===== config.mk =====
export PLATFORM = sky130hd
export DESIGN_NAME = logic_accum_unit
export DESIGN_NICKNAME = d
export VERILOG_FILES = /design/src/rtl/logic_pkg.sv /design/src/rtl/logic_op_core.sv /design/src/rtl/logic_accum_unit.sv
export SDC_FILE = /design/constraint.sdc
export NUM_CORES = 1
export LEC_CHECK = 0
export ABC_AREA = 1
export ABC_CLOCK_PERIOD_IN_PS = 2290
export BUFFER_PORTS_ARGS = -buffer_cell sky130_fd_sc_hd__buf_2
export CAP_MARGIN = 20
export CORE_ASPECT_RATIO = 0.8
export CORE_MARGIN = 1
export CORE_UTILIZATION = 50
export CTS_CLUSTER_DIAMETER = 120
export CTS_CLUSTER_SIZE = 30
export DETAILED_ROUTE_END_ITERATION = 10
export HOLD_SLACK_MARGIN = 0.02
export PLACE_DENSITY = 0.8
export SLEW_MARGIN = 20
export SYNTH_ARGS = -nofsm -noshare
export SYNTH_HDL_FRONTEND = slang
export SYNTH_SLANG_ARGS = --single-unit
export TNS_END_PERCENT = 1

===== constraint.sdc =====
create_clock -name clk -period 2.29 [get_ports clk]
set_input_delay 0.458 -clock clk [delete_from_list [all_inputs] [get_ports clk]]
set_output_delay 0.458 -clock clk [all_outputs]
set_load 0.01 [all_outputs]

===== src/rtl/logic_pkg.sv =====
// Shared types for the logic accumulate unit: the operation codes
// and the packet FSM state encoding.
package logic_pkg;

    typedef enum logic [2:0] {
        OP_AND  = 3'b000,
        OP_OR   = 3'b001,
        OP_XOR  = 3'b010,
        OP_NAND = 3'b011,
        OP_NOR  = 3'b100,
        OP_XNOR = 3'b101,
        OP_ANDN = 3'b110,
        OP_PASS = 3'b111
    } op_e;

    typedef enum logic [1:0] {
        ST_IDLE  = 2'b00,
        ST_ACCUM = 2'b01,
        ST_HOLD  = 2'b10
    } state_e;

endpackage


===== src/rtl/logic_op_core.sv =====
// Combinational bitwise operation decode: r = x <op> y.
// Ports: x, y operands (WIDTH); op 3-bit code (op_e); r result (WIDTH).
module logic_op_core
    import logic_pkg::*;
#(
    parameter int WIDTH = 32
) (
    input  logic [WIDTH-1:0] x,
    input  logic [WIDTH-1:0] y,
    input  logic [2:0]       op,
    output logic [WIDTH-1:0] r
);

    always_comb begin
        r = '0;
        unique case (op_e'(op))
            OP_AND:  r = x & y;
            OP_OR:   r = x | y;
            OP_XOR:  r = x ^ y;
            OP_NAND: r = ~(x & y);
            OP_NOR:  r = ~(x | y);
            OP_XNOR: r = ~(x ^ y);
            OP_ANDN: r = x & ~y;
            OP_PASS: r = x;
        endcase
    end

endmodule


===== src/rtl/logic_accum_unit.sv =====
// Packet-oriented bitwise accumulator: folds beats with a logic op,
// presents the result with a saturating beat count until consumed.
// Ports: clk, rst_n (async active-low); in_valid/in_ready handshake with
// in_a, in_b, in_op, in_last; out_valid/out_ready handshake with
// out_data, out_zero, out_count, out_cnt_sat.
module logic_accum_unit
    import logic_pkg::*;
#(
    parameter int WIDTH = 32,
    parameter int CNT_W = 8
) (
    input  logic             clk,
    input  logic             rst_n,
    input  logic             in_valid,
    output logic             in_ready,
    input  logic [WIDTH-1:0] in_a,
    input  logic [WIDTH-1:0] in_b,
    input  logic [2:0]       in_op,
    input  logic             in_last,
    output logic             out_valid,
    input  logic             out_ready,
    output logic [WIDTH-1:0] out_data,
    output logic             out_zero,
    output logic [CNT_W-1:0] out_count,
    output logic             out_cnt_sat
);

    localparam logic [CNT_W-1:0] CNT_MAX = '1;

    state_e           state_q;
    state_e           state_d;
    logic [WIDTH-1:0] acc_q;
    logic [WIDTH-1:0] y_sel;
    logic [WIDTH-1:0] res;
    logic [CNT_W-1:0] cnt_q;
    logic             sat_q;
    logic             fire;

    assign in_ready = (state_q != ST_HOLD);
    assign fire     = in_valid && in_ready;

    // First beat combines A with B; later beats fold A into the accumulator.
    assign y_sel = (state_q == ST_IDLE) ? in_b : acc_q;

    logic_op_core #(
        .WIDTH(WIDTH)
    ) u_core (
        .x (in_a),
        .y (y_sel),
        .op(in_op),
        .r (res)
    );

    always_comb begin
        state_d = state_q;
        unique case (state_q)
            ST_IDLE, ST_ACCUM: begin
                if (fire) state_d = in_last ? ST_HOLD : ST_ACCUM;
            end
            ST_HOLD: begin
                if (out_ready) state_d = ST_IDLE;
            end
            default: state_d = ST_IDLE;
        endcase
    end

    always_ff @(posedge clk or negedge rst_n) begin
        if (!rst_n) begin
            state_q <= ST_IDLE;
            acc_q   <= '0;
            cnt_q   <= '0;
            sat_q   <= 1'b0;
        end else begin
            state_q <= state_d;
            if (fire) begin
                acc_q <= res;
                if (state_q == ST_IDLE) begin
                    cnt_q <= CNT_W'(1);
                    sat_q <= 1'b0;
                end else if (cnt_q == CNT_MAX) begin
                    sat_q <= 1'b1;
                end else begin
                    cnt_q <= cnt_q + CNT_W'(1);
                end
            end
        end
    end

    assign out_valid   = (state_q == ST_HOLD);
    assign out_data    = acc_q;
    assign out_count   = cnt_q;
    assign out_cnt_sat = sat_q;
    // Qualified by HOLD so the flag reads 0 out of reset and mid-packet.
    assign out_zero    = out_valid && (acc_q == '0);

endmodule


== Yosys cells after proc, flatten, opt, wreduce, memory -nomap -nowiden ==
Cells that the tools add are included.

* Bits in registers: 43
* Input bits: 72

* Equality and inequality tests: 14
* Reductions and logical operators: 10
* Multiplexer cells: 10
* Bitwise operators: 8
* $add $sub $neg: 1

{| class="wikitable"
|+ Operators with widths
! operator !! count
|-
| 32-bit one-hot mux with 8 select lines || 1
|-
| 32-bit inverter || 4
|-
| 32-bit bitwise AND || 2
|-
| 32-bit zero test || 1
|-
| 32-bit two-way mux || 1
|-
| 32-bit bitwise OR || 1
|-
| 32-bit XOR || 1
|-
| 8-bit two-way mux || 2
|-
| 3-bit == test (second input constant) || 4
|-
| 8-bit by 1-bit adder with 8-bit output (second input constant) || 1
|-
| 8-bit == test (second input constant) || 1
|-
| 3-bit by 2-bit == test with 1-bit output (second input constant) || 2
|-
| 2-bit two-way mux || 3
|-
| 2-bit != test (second input constant) || 3
|-
| 2-bit AND reduction || 3
|-
| 2-bit one-hot mux with 2 select lines || 1
|-
| 3-bit by 1-bit == test with 1-bit output (second input constant) || 1
|-
| 3-bit zero test || 1
|-
| 2-bit by 1-bit == test with 1-bit output (second input constant) || 1
|-
| 2-bit == test (second input constant) || 1
|-
| 1-bit logical AND || 2
|-
| 2-bit zero test || 1
|-
| 1-bit two-way mux || 2
|-
| 2-bit by 1-bit != test with 1-bit output (second input constant) || 1
|-
| other kinds (2) || 2
|}

== Depth between registers and ports, before layout ==
Gate-level depths: netlist (run 1).

* Depth in word-level cells: 5
* Depth in mapped cells: 14
* Gate-level depth less buffers: 13

== Cells and area by module ==
From an unflattened synthesis (run 1), not the netlist that was laid out.

* Cell total of the unflattened synthesis: 1073
* Area total of the unflattened synthesis: 6444.9 µm²

{| class="wikitable"
|+ By module, submodules not included
! module !! cells each !! times used !! area an instance (µm²) !! sequential area each (µm²)
|-
| logic_op_core || 761 || 1 || 4112.7 || 0.0
|-
| logic_accum_unit || 312 || 1 || 2332.2 || 1076.0
|}

== Worst setup path after synthesis (run 1) ==
No wires, ideal clock.

* Path type: register -> register
* Start: reg state_q[0]
* End: reg acc_q[2], in the netlist out_data[2]
* Cell stages (with the launch flop): 14
* Data required time: 2169 ps
* Period minus slack after synthesis: 1824 ps
* Path slack: 466 ps
* Library setup time: 121 ps
* Arrival: 1703 ps
* Path through: dfrtp_1 -> nor2_2 -> buf_2 -> nand2_1 -> nand2_1 -> inv_1 -> ha_1 -> inv_1 -> nand4_1 -> nand2_1 -> nor2_1 -> nand3_1 -> o21bai_1 -> nand2_1

* Word-level cells in the longest chain between the ends: 5

{| class="wikitable"
|+ RTL lines
! what !! RTL line !! source
|-
| start, declared || logic_accum_unit.sv:30 || <nowiki>state_e state_q;</nowiki>
|-
| start signal, assigned || logic_accum_unit.sv:74 || <nowiki>state_q <= state_d;</nowiki>
|-
| 2-bit zero test || logic_accum_unit.sv:43 || <nowiki>assign y_sel = (state_q == ST_IDLE) ? in_b : acc_q;</nowiki>
|-
| 32-bit two-way mux || logic_accum_unit.sv:43 ||
|-
| 32-bit inverter (tied with other cells) || logic_op_core.sv:23 || <nowiki>OP_ANDN: r = x & ~y;</nowiki>
|-
| 32-bit bitwise AND (tied with other cells) || logic_op_core.sv:23 ||
|-
| 32-bit one-hot mux with 8 select lines || logic_op_core.sv:16 || <nowiki>unique case (op_e'(op))</nowiki>
|-
| end signal, assigned || logic_accum_unit.sv:76 || <nowiki>acc_q <= res;</nowiki>
|-
| end, declared || logic_accum_unit.sv:32 || <nowiki>logic [WIDTH-1:0] acc_q;</nowiki>
|}

Parallel ways exist; a longest one is shown, timed or not.
A chain may end at the register's enable or synchronous reset.

== Worst setup path in the final report (run 1) ==
* Start: reg acc_q[11], in the netlist out_data[11]
* End: out out_zero

* Word-level cells in the longest chain between the ends: 2

{| class="wikitable"
|+ RTL lines
! what !! RTL line !! source
|-
| 32-bit zero test || logic_accum_unit.sv:94 || <nowiki>assign out_zero = out_valid && (acc_q == '0);</nowiki>
|-
| 1-bit logical AND || logic_accum_unit.sv:94 ||
|-
| end, declared || logic_accum_unit.sv:23 || <nowiki>output logic out_zero,</nowiki>
|}

Every way passes these cells.

==> results.json, run 1 <==
{
  "status": "completed",
  "ctsLongestPathBuffers": 2,
  "boundaryPins": 116,
  "power_frac_comb_pct": 48.8,
  "ant_nets": 0,
  "hp-class": "input pin to asynchronous set/reset pin",
  "final_core_utilization_pct": 60.49,
  "drtIter0Drc": 710,
  "rrSetupSlack_ps": 200,
  "final_layout_size_suffix_gt1_share_pct": 15.25,
  "start_util_pct": 52.04,
  "syn_inst": 1022,
  "finalHoldViolations": 0,
  "final_cell_mix": "nand2_1 (329), inv_1 (163), nand3_1 (147), buf_2 (115), nor2_1 (75)",
  "portBuffers": 115,
  "synthTopCellsByArea": "nand2_1 (22%), dfrtp_1 (19%), nand3_1 (13%)",
  "diodes": 0,
  "yosys_warnings": 0,
  "r2r_end": "out_data[6]$_DFFE_PN0P_",
  "synth.ff_latch_count": 43,
  "r2r_start": "state_q[0]$_DFFE_PN0P_",
  "crit_path_start_kind": "register",
  "fmax_mhz": 444.0,
  "path_clk_slew_ps": 70,
  "swShare_pct": 45.40,
  "rows": 34,
  "drc": 0,
  "ys_async_sr_fraction_pct": 100.0,
  "clkSinkCount": 43,
  "reg2reg_depth": 14,
  "cp.required_ps": 1830,
  "nets": 1219,
  "grt_pass1_vias": 6069,
  "critical_path_class": "register to output pin",
  "ys_seq_area_share_pct": 18.84,
  "dpl.hpwl_um": 12820,
  "switching_power_mw": 1.793,
  "rsz0062_at_grt": "no",
  "syn_avg_cell_area_um2": 5.589,
  "wirelength_um": 18470,
  "postCtsHoldBufs": 0,
  "setup_tns_ps": 0,
  "p_clk_share_pct": 22.1,
  "period_share_pct": 98.36,
  "crit_arrival_ps": 1790,
  "p_int_mw": 2.156,
  "slew_viol_final": 0,
  "yosysTopAreaCell": "nand2_1",
  "worst-path-max-fanout": 4,
  "grt_util_all_layers_pct": 31.13,
  "cts_made_buffers": 5,
  "place_congestion": 0.9253,
  "grt_max_degree": 34,
  "peakVddDrop_v": 0.0003981,
  "cts_tree": "built",
  "slew_headroom_pct": 40.66,
  "power_mw": 3.950,
  "firstDrtPassIters": 5,
  "synth_top_area_share_pct": 21.62,
  "core-area_mm2": 0.01098,
  "die_height_um": 97.60,
  "cts_setup_buffers": 0,
  "power_density_mw_per_mm2": 594.9,
  "synth_edf_count": 0,
  "fillCellCount": 1104,
  "antenna_found_initial": 0,
  "critPathLaunch": "out_data[11]$_DFFE_PN0P_",
  "drv_cap": 0,
  "cp-end-kind": "output pin",
  "vias_per_cell": 5.524,
  "multi_input_area_mm2": 0.003722,
  "die_w_um": 121.5,
  "regArea_mm2": 0.001076,
  "via_count": 6955,
  "finClkSkew_ps": 3.469,
  "dieArea_mm2": 0.01186,
  "syn_nets": 1127,
  "final_common_cell": "nand2_1",
  "period_minus_slack_ps": 2252,
  "grt-ovfl-total": 0,
  "synth_cell_type_count": 30,
  "tightest_slew_ps": 889.2,
  "synth_ff_type": "dfrtp_1",
  "root_buffer": "clkbuf_16",
  "insertion_delay_ps": 300,
  "pwr-share-seq_pct": 29.1,
  "htree_levels": 2,
  "leakagePower_nw": 4.010,
  "synthToLayoutAreaGrowth_pct": 16.23,
  "worstSetupEndpoint": "out_zero",
  "wl_per_cell_um": 14.67,
  "setup_viol": 0,
  "netlist_area_mm2": 0.005712,
  "grt_pass1_wl_um": 29560
}
## final cells by class
type                       count  share of cell area (%)
clock buffer                   5                   1.885
clock inverter                 3                  0.6596
inverter                     169                   9.612
multi-input combinational    753                   56.07
sequential                    43                   16.21
tap                          144                   2.714
timing repair buffer         142                   12.85
## worst min-delay path by stage
stage	endpoint	slack (ps)	cells after the start
floorplan	out_cnt_sat$_DFFE_PN0P_	160	0
global placement	out_data[17]$_DFFE_PN0P_	490	1
detailed placement	out_data[17]$_DFFE_PN0P_	500	1
CTS	out_data[17]$_DFFE_PN0P_	180	1
global route	out_data[17]$_DFFE_PN0P_	210	1
finish	out_data[17]$_DFFE_PN0P_	170	1
## cells in the mapped netlist, types with 3 or more instances
master    instances
buf_1             4
nor4_1            4
buf_2            29
o21bai_1         16
o21ai_0          33
inv_1           163
inv_2             4
nor2_4            5
a21oi_1          23
o21ai_1           8
nand2_1         329
clkbuf_1         15
buf_6             3
buf_4             6
nor2_1           76
dfrtp_1          43
nand3_1         147
ha_1             33
nand4_1          67
## repair_timing
| item | 4_1_cts | 5_1_grt |
|---|---|---|
| hold endpoints to repair | 0 | 0 |
| setup endpoints to repair | 0 | 1 |
| gates resized for setup | 0 | 2 |
## critical path, stage by stage, from the launching register on
cell and delay, ps:
dfrtp_1 420, nor2_1 270, nand3_1 130, nor2_2 190, nand4_1 100, nor2_1 200
buf_2 170
## through the flow
stage	instances	instance area (um2)	setup WS, ps	hold WS, ps
5_1_grt	1259	6639	4.688	211.1
4_1_cts	1259	6630	67.96	182.1
3_5_place_dp	1251	6461	240.3	500.6
6_report	1259	6639	37.64	169.2
2_1_floorplan	1022	5712	466.4	162.4
3_3_place_gp	1251	6461	285.2	485.9
## routing by layer
| layer | track usage (%) | part of all wire (%) |
|---|---|---|
| met4 | 9.022 | 1.7 |
| met2 | 47.33 | 44 |
| met3 | 5.223 | 11 |
| met1 | 44.63 | 44 |
| met5 | 0 | 0 |
## cells by family after synthesis
logic type | synth area share (%)
AND/OR/NAND/NOR | 49.33
flip-flops | 18.84
adder cells (fa/ha/maj) | 7.229
AO/OA/AOI/OAI | 8.259
buffers and inverters | 16.34
## flip-flops by register name, summed over array words and instances, names as in the netlist
name	flops
out_cnt_sat	1
out_data	32
out_count	8
state_q	2
## power by group through the flow
stage	registers, mW	clock network [mW]	logic (mW)
final	1.15	0.874	1.93
after global routing	1.17	0.903	2.18
after CTS	1.14	0.876	1.90
after detailed placement	1.15	0	1.89
after global placement	1.15	0	1.84
after floorplan	1.16	0	1.23
No activity file was read; power rests on OpenSTA's default activity.
==> run 2, diff against run 1 <==
--- a/config.mk
+++ b/config.mk
@@ -5,7 +5,6 @@
 export SDC_FILE = /design/constraint.sdc
 export NUM_CORES = 1
 export LEC_CHECK = 0
-export ABC_AREA = 1
 export ABC_CLOCK_PERIOD_IN_PS = 2290
 export BUFFER_PORTS_ARGS = -buffer_cell sky130_fd_sc_hd__buf_2
 export CAP_MARGIN = 20
@@ -16,7 +15,7 @@
 export CTS_CLUSTER_SIZE = 30
 export DETAILED_ROUTE_END_ITERATION = 10
 export HOLD_SLACK_MARGIN = 0.02
-export PLACE_DENSITY = 0.8
+export PLACE_DENSITY = 0.81
 export SLEW_MARGIN = 20
 export SYNTH_ARGS = -nofsm -noshare
 export SYNTH_HDL_FRONTEND = slang
==> results.json, run 2 <==
{
  "synthTopCellsByArea": "dfrtp_1 (21%), a211oi_1 (9.3%), ha_1 (8.0%)",
  "drtIter0Drc": 874,
  "antenna_found_initial": 0,
  "ys_top_cells_by_count": "o22ai_1 (65), a211oi_1 (64), dfrtp_1 (43)",
  "netlist_area_mm2": 0.005169,
  "critPathSlowestCell": "dfrtp_1",
  "synth_ff_type": "dfrtp_1",
  "drc": 0,
  "synth_cell_type_count": 44,
  "reg2reg_depth": 8,
  "slew_headroom_pct": 49.93,
  "via_count": 6307,
  "fillCellCount": 855,
  "core-area_mm2": 0.009849,
  "finalHoldViolations": 0,
  "synthToLayoutAreaGrowth_pct": 19.24,
  "ctsLongestPathBuffers": 2,
  "grt_pass1_vias": 6260,
  "crit_path_max_incr_delay_ps": 450,
  "dieArea_mm2": 0.01075,
  "period_minus_slack_ps": 2231,
  "p_clk_share_pct": 19.3,
  "nets": 825,
  "fmax_mhz": 448.2,
  "wl_per_cell_um": 22.37,
  "cp.required_ps": 1830,
  "worstPathCellList": "nor4_4 > nand4_1 > nor4_2 > buf_2",
  "tightest_slew_ps": 751.0,
  "worst-path-max-fanout": 4,
  "rrSetupSlack_ps": 100,
  "ys_seq_area_share_pct": 20.82,
  "cts_made_buffers": 5,
  "swShare_pct": 43.99,
  "path_clk_slew_ps": 70,
  "setup_viol": 0,
  "power_density_mw_per_mm2": 640.6,
  "wirelength_um": 19170,
  "final_cell_mix": "buf_2 (115), o22ai_1 (65), a211oi_1 (62), dfrtp_1 (43)",
  "die_height_um": 92.94,
  "cts_setup_buffers": 0,
  "boundaryPins": 116,
  "power_mw": 3.948,
  "yosys_warnings": 0,
  "power_frac_comb_pct": 51.6,
  "syn_inst": 629,
  "postCtsHoldBufs": 0,
  "cp-end-kind": "output pin",
  "portBuffers": 115,
  "ys_async_sr_fraction_pct": 100.0,
  "place_congestion": 0.8720,
  "ant_nets": 0,
  "synth.ff_latch_count": 43,
  "final_core_utilization_pct": 62.58,
  "place_inst": 849,
  "start_util_pct": 52.48,
  "multi_input_area_mm2": 0.003704,
  "rows": 32,
  "final_layout_size_suffix_gt1_share_pct": 25.10,
  "finClkSkew_ps": 5.138,
  "yosysTopAreaCell": "dfrtp_1",
  "p_int_mw": 2.212,
  "insertion_delay_ps": 290,
  "final_common_cell": "buf_2",
  "firstDrtPassIters": 5,
  "syn_nets": 734,
  "rsz0062_at_grt": "yes",
  "htree_levels": 2,
  "largest_reg_flops": 32,
  "diodes": 0,
  "yosysMostFrequentCell": "o22ai_1",
  "critical_path_class": "register to output pin",
  "r2r_start": "state_q[0]$_DFFE_PN0P_",
  "die_w_um": 115.7,
  "pwr-share-seq_pct": 29.1,
  "grt_util_all_layers_pct": 35.60,
  "cts_tree": "built",
  "hp-class": "input pin to asynchronous set/reset pin",
  "grt_pass1_wl_um": 30240,
  "r2r_end": "out_data[15]$_DFFE_PN0P_",
  "peakVddDrop_v": 0.0003745,
  "synth_edf_count": 0,
  "leakagePower_nw": 2.586,
  "crit_path_start_kind": "register",
  "grt_max_degree": 51,
  "regArea_mm2": 0.001076,
  "syn_avg_cell_area_um2": 8.217,
  "clkSinkCount": 43,
  "grt-ovfl-total": 0,
  "drv_cap": 0,
  "root_buffer": "clkbuf_16",
  "synth_top_area_share_pct": 20.82,
  "switching_power_mw": 1.737,
  "vias_per_cell": 7.359,
  "period_share_pct": 97.42,
  "crit_arrival_ps": 1770,
  "status": "completed",
  "slew_viol_final": 0,
  "fin_hold_ws_ps": 205.4,
  "dpl.hpwl_um": 13000,
  "final_cells": 857
}
-- run 2: logic make-up (layout without fill, tap and decap cells) --
kind of cell | Yosys count | count (layout) | synth area share [%]
buffers and inverters | 106 | 198 | 9.005
flip-flops | 43 | 43 | 20.82
AND/OR/NAND/NOR | 108 | 108 | 13.24
AO/OA/AOI/OAI | 307 | 307 | 42.75
multiplexers | 32 | 32 | 6.197
adder cells (fa/ha/maj) | 33 | 33 | 7.988
-- run 2: power groups by stage --
stage | registers (mW) | logic (mW) | clock network (mW)
2_1_floorplan | 1.14 | 1.22 | 0
3_3_place_gp | 1.11 | 1.85 | 0
3_5_place_dp | 1.13 | 1.96 | 0
4_1_cts | 1.12 | 1.98 | 0.753
5_1_grt | 1.16 | 2.20 | 0.782
6_report | 1.15 | 2.04 | 0.764
-- run 2: per-layer routing --
metal | global-route usage (%) | share of wire (%)
met3 | 6.741 | 12
met4 | 18.16 | 3.9
met1 | 45.52 | 38
met5 | 0 | 0
met2 | 56.99 | 46
-- run 2: area by class of cell --
| type | count | share of cell area, % |
|---|---|---|
| timing repair buffer | 156 | 15.21 |
| inverter | 34 | 2.071 |
| tap | 136 | 2.761 |
| multi-input combinational | 480 | 60.09 |
| clock inverter | 3 | 0.3857 |
| sequential | 43 | 17.46 |
| clock buffer | 5 | 2.030 |
-- run 2: worst max path at each step --
stage | cells after the start | slack (ps) | endpoint | start
after CTS | 4 | 8 | out_zero | out_data[3]$_DFFE_PN0P_
after global placement | 4 | 130 | out_zero | out_data[23]$_DFFE_PN0P_
final | 4 | 60 | out_zero | out_data[30]$_DFFE_PN0P_
after detailed placement | 4 | 100 | out_zero | out_data[30]$_DFFE_PN0P_
after floorplan | 10 | 130 | out_data[18]$_DFFE_PN0P_ | state_q[0]$_DFFE_PN0P_
after global routing | 4 | -50 | out_zero | out_data[30]$_DFFE_PN0P_
-- run 2: per-stage QoR --
| stage | area, um2 | setup TNS (ps) | worst slack, ps |
|---|---|---|---|
| 2_1_floorplan | 5169 | 0 | 134.1 |
| 3_3_place_gp | 5952 | 0 | 129.2 |
| 3_5_place_dp | 5952 | 0 | 101.0 |
| 4_1_cts | 6128 | 0 | 8.339 |
| 5_1_grt | 6163 | -45.91 | -45.91 |
| 6_report | 6163 | 0 | 59.01 |
-- run 2: repair_timing --
| action | 4_1_cts | 5_1_grt |
|---|---|---|
| pin swaps | 1 | 0 |
| resized for setup | 4 | 6 |
| setup endpoints to repair | 1 | 6 |
-- run 2: critical path, delay by kind of cell, from the launching register on --
family        cells  cell delay, ps
simple gates      3             850
flops             1             450
buf+inv           1             190
==> run 3, diff against run 2 <==
--- a/config.mk
+++ b/config.mk
@@ -8,16 +8,19 @@
 export ABC_CLOCK_PERIOD_IN_PS = 2290
 export BUFFER_PORTS_ARGS = -buffer_cell sky130_fd_sc_hd__buf_2
 export CAP_MARGIN = 20
+export CELL_PAD_IN_SITES_DETAIL_PLACEMENT = 0
+export CELL_PAD_IN_SITES_GLOBAL_PLACEMENT = 1
 export CORE_ASPECT_RATIO = 0.8
 export CORE_MARGIN = 1
-export CORE_UTILIZATION = 50
+export CORE_UTILIZATION = 42
 export CTS_CLUSTER_DIAMETER = 120
 export CTS_CLUSTER_SIZE = 30
 export DETAILED_ROUTE_END_ITERATION = 10
 export HOLD_SLACK_MARGIN = 0.02
-export PLACE_DENSITY = 0.81
+export PLACE_DENSITY = 0.88
 export SLEW_MARGIN = 20
 export SYNTH_ARGS = -nofsm -noshare
 export SYNTH_HDL_FRONTEND = slang
+export SYNTH_HIERARCHICAL = 1
 export SYNTH_SLANG_ARGS = --single-unit
 export TNS_END_PERCENT = 1
==> results.json, run 3 <==
{
  "place_congestion": 0.8326,
  "cp-end-kind": "output pin",
  "power_density_mw_per_mm2": 625.3,
  "rsz0062_at_grt": "yes",
  "syn_avg_cell_area_um2": 8.219,
  "synth_edf_count": 0,
  "firstDrtPassIters": 4,
  "root_buffer": "clkbuf_16",
  "ys_top_cells_by_count": "nand2_1 (139), ha_1 (97), inv_1 (69)",
  "finalWorstSetupSlack_ps": 37.67,
  "dieArea_mm2": 0.01437,
  "die_height_um": 107.4,
  "grt_busiest_layer": "met2",
  "crit_arrival_ps": 1790,
  "yosysMostFrequentCell": "nand2_1",
  "cts_tree": "built",
  "synth_top_area_share_pct": 20.80,
  "use_met3_pct": 3.107,
  "synth_ff_type": "dfrtp_1",
  "worst-path-max-fanout": 4,
  "cts_made_buffers": 5,
  "cts_setup_buffers": 0,
  "hp-class": "input pin to asynchronous set/reset pin",
  "period_share_pct": 98.36,
  "ant_nets": 0,
  "vias_per_cell": 5.439,
  "critical_path_class": "register to output pin",
  "slew_viol_final": 0,
  "start_util_pct": 43.07,
  "dpl.hpwl_um": 11940,
  "critPathLaunch": "out_data[22]$_DFFE_PN0P_",
  "final_common_cell": "nand2_1",
  "wl_per_cell_um": 16.59,
  "status": "completed",
  "grt_util_all_layers_pct": 22.97,
  "portBuffers": 115,
  "yosysTopAreaCell": "ha_1",
  "drc": 0,
  "drtIter0Drc": 352,
  "grt_pass1_wl_um": 26270,
  "setup_viol": 0,
  "nets": 990,
  "r2r_start": "state_q[1]$_DFFE_PN0P_",
  "ys_async_sr_fraction_pct": 100.0,
  "cp.required_ps": 1830,
  "yosys_warnings": 6,
  "syn_inst": 710,
  "grt_max_degree": 30,
  "synthTopCellsByArea": "ha_1 (21%), dfrtp_1 (18%), nand2_1 (8.9%)",
  "grt_pass1_vias": 5079,
  "setup_tns_ps": 0,
  "synth_cell_type_count": 50,
  "crit_path_start_kind": "register",
  "boundaryPins": 116,
  "grt_util_met2_pct": 35.49,
  "peakVddDrop_v": 0.0003833,
  "finalHoldViolations": 0,
  "pre_cts_ws_ps": 17.80,
  "core-area_mm2": 0.01355,
  "synthToLayoutAreaGrowth_pct": 17.54,
  "fmax_mhz": 444.0,
  "final_cell_mix": "nand2_1 (139), buf_2 (115), ha_1 (97), inv_1 (69), mux2i_1 (44)",
  "grt-ovfl-total": 0,
  "netlist_area_mm2": 0.005836,
  "grtUsageMet1_pct": 33.32,
  "drv_cap": 0,
  "rows": 38,
  "path_clk_slew_ps": 70,
  "die_w_um": 133.8,
  "htree_levels": 2,
  "synth.ff_latch_count": 43,
  "finClkSkew_ps": 9.151,
  "insertion_delay_ps": 300,
  "largest_reg_flops": 32,
  "final_layout_size_suffix_gt1_share_pct": 26.16,
  "period_minus_slack_ps": 2252,
  "via_count": 5455,
  "antenna_found_initial": 1,
  "clkSinkCount": 43,
  "slew_headroom_pct": 57.23,
  "syn_nets": 879,
  "ys_seq_area_share_pct": 18.44,
  "ctsLongestPathBuffers": 2,
  "wirelength_um": 16640,
  "tightest_slew_ps": 641.5,
  "leakagePower_nw": 3.609
}
[run 3: cell types whose count changed after synthesis, moves of 35 or more]
cell / change
a211oi_1: -64
ha_1: +64
inv_1: +35
nand2_1: +134
nor2_1: +35
o22ai_1: -39
[run 3: per-stage QoR]
step / instance area [um2] / power [mW] / hold slack [ps] / utilization (%) / cells
2_1_floorplan: 5866 / 2.748 / 162.4 / - / 710
3_3_place_gp: 6658 / 3.460 / 515.3 / 49.13 / 993
3_5_place_dp: 6658 / 3.483 / 514.4 / 49.13 / 993
4_1_cts: 6815 / 4.256 / 198.7 / 50.30 / 1001
5_1_grt: 6859 / 4.619 / 212.3 / 50.62 / 1003
6_report: 6859 / 4.289 / 184.3 / 50.62 / 1003
[run 3: where the power goes]
| part | switching, mW | total, mW | internal, mW | leakage [nW] |
|---|---|---|---|---|
| Combinational | 1.21 | 2.30 | 1.09 | 3.02 |
| Clock | 0.348 | 0.752 | 0.404 | 0.0658 |
| Sequential | 0.278 | 1.23 | 0.954 | 0.522 |
| Total | 1.84 | 4.29 | 2.45 | 3.61 |
[run 3: area by class of cell]
type                    count  area (um2)
clock inverters             3       20.02
fillers                  1343        6691
flip-flops and latches     43        1079
well taps                 180       225.2
inverters                  70       262.8
diodes                      1       2.502
repair buffers            152       909.6
clock buffers               5       125.1
multi-input cells         549        4235
[run 3: kinds of logic (layout without fill, tap and decap cells)]
family,after synthesis,count (layout),synth area share [%]
adder cells (fa/ha/maj),97,97,20.80
other,0,1,0
AND/OR/NAND/NOR,219,220,16.06
buffers and inverters,119,230,9.563
AO/OA/AOI/OAI,150,150,18.01
flip-flops,43,43,18.44
multiplexers,82,82,17.13
[run 3: metal layers]
layer  part of all wire (%)  up-vias
li1                       -     2701
met1                     49     2543
met2                     43      196
met3                    6.4       15
met4                    1.4        0
met5                      0        -
[run 3: worst max-delay path, stage by stage (launching register included)]
cell and delay, ps:
dfrtp_1 440, or4_1 550, nor4_2 250, buf_4 150, buf_2 120
[run 3: final timing paths]
kind | endpoint | slack (ps) | depth (start not counted)
min reg2reg | out_cnt_sat$_DFFE_PN0P_ | 550 | 2
max | out_zero | 40 | 4
min | out_count[4]$_DFFE_PN0P_ | 180 | 1
max reg2reg | out_data[7]$_DFFE_PN0P_ | 60 | 10
max in group asynchronous | state_q[0]$_DFFE_PN0P_ | 1430 | 2
min in group clk | state_q[1]$_DFFE_PN0P_ | 370 | 2
[run 3: timing repair]
action | 4_1_cts | 5_1_grt
pin swaps | 1 | 6
cloned | 0 | 1
hold buffers | 0 | 0
resized for setup | 2 | 10
endpoints found under the setup margin | 1 | 28
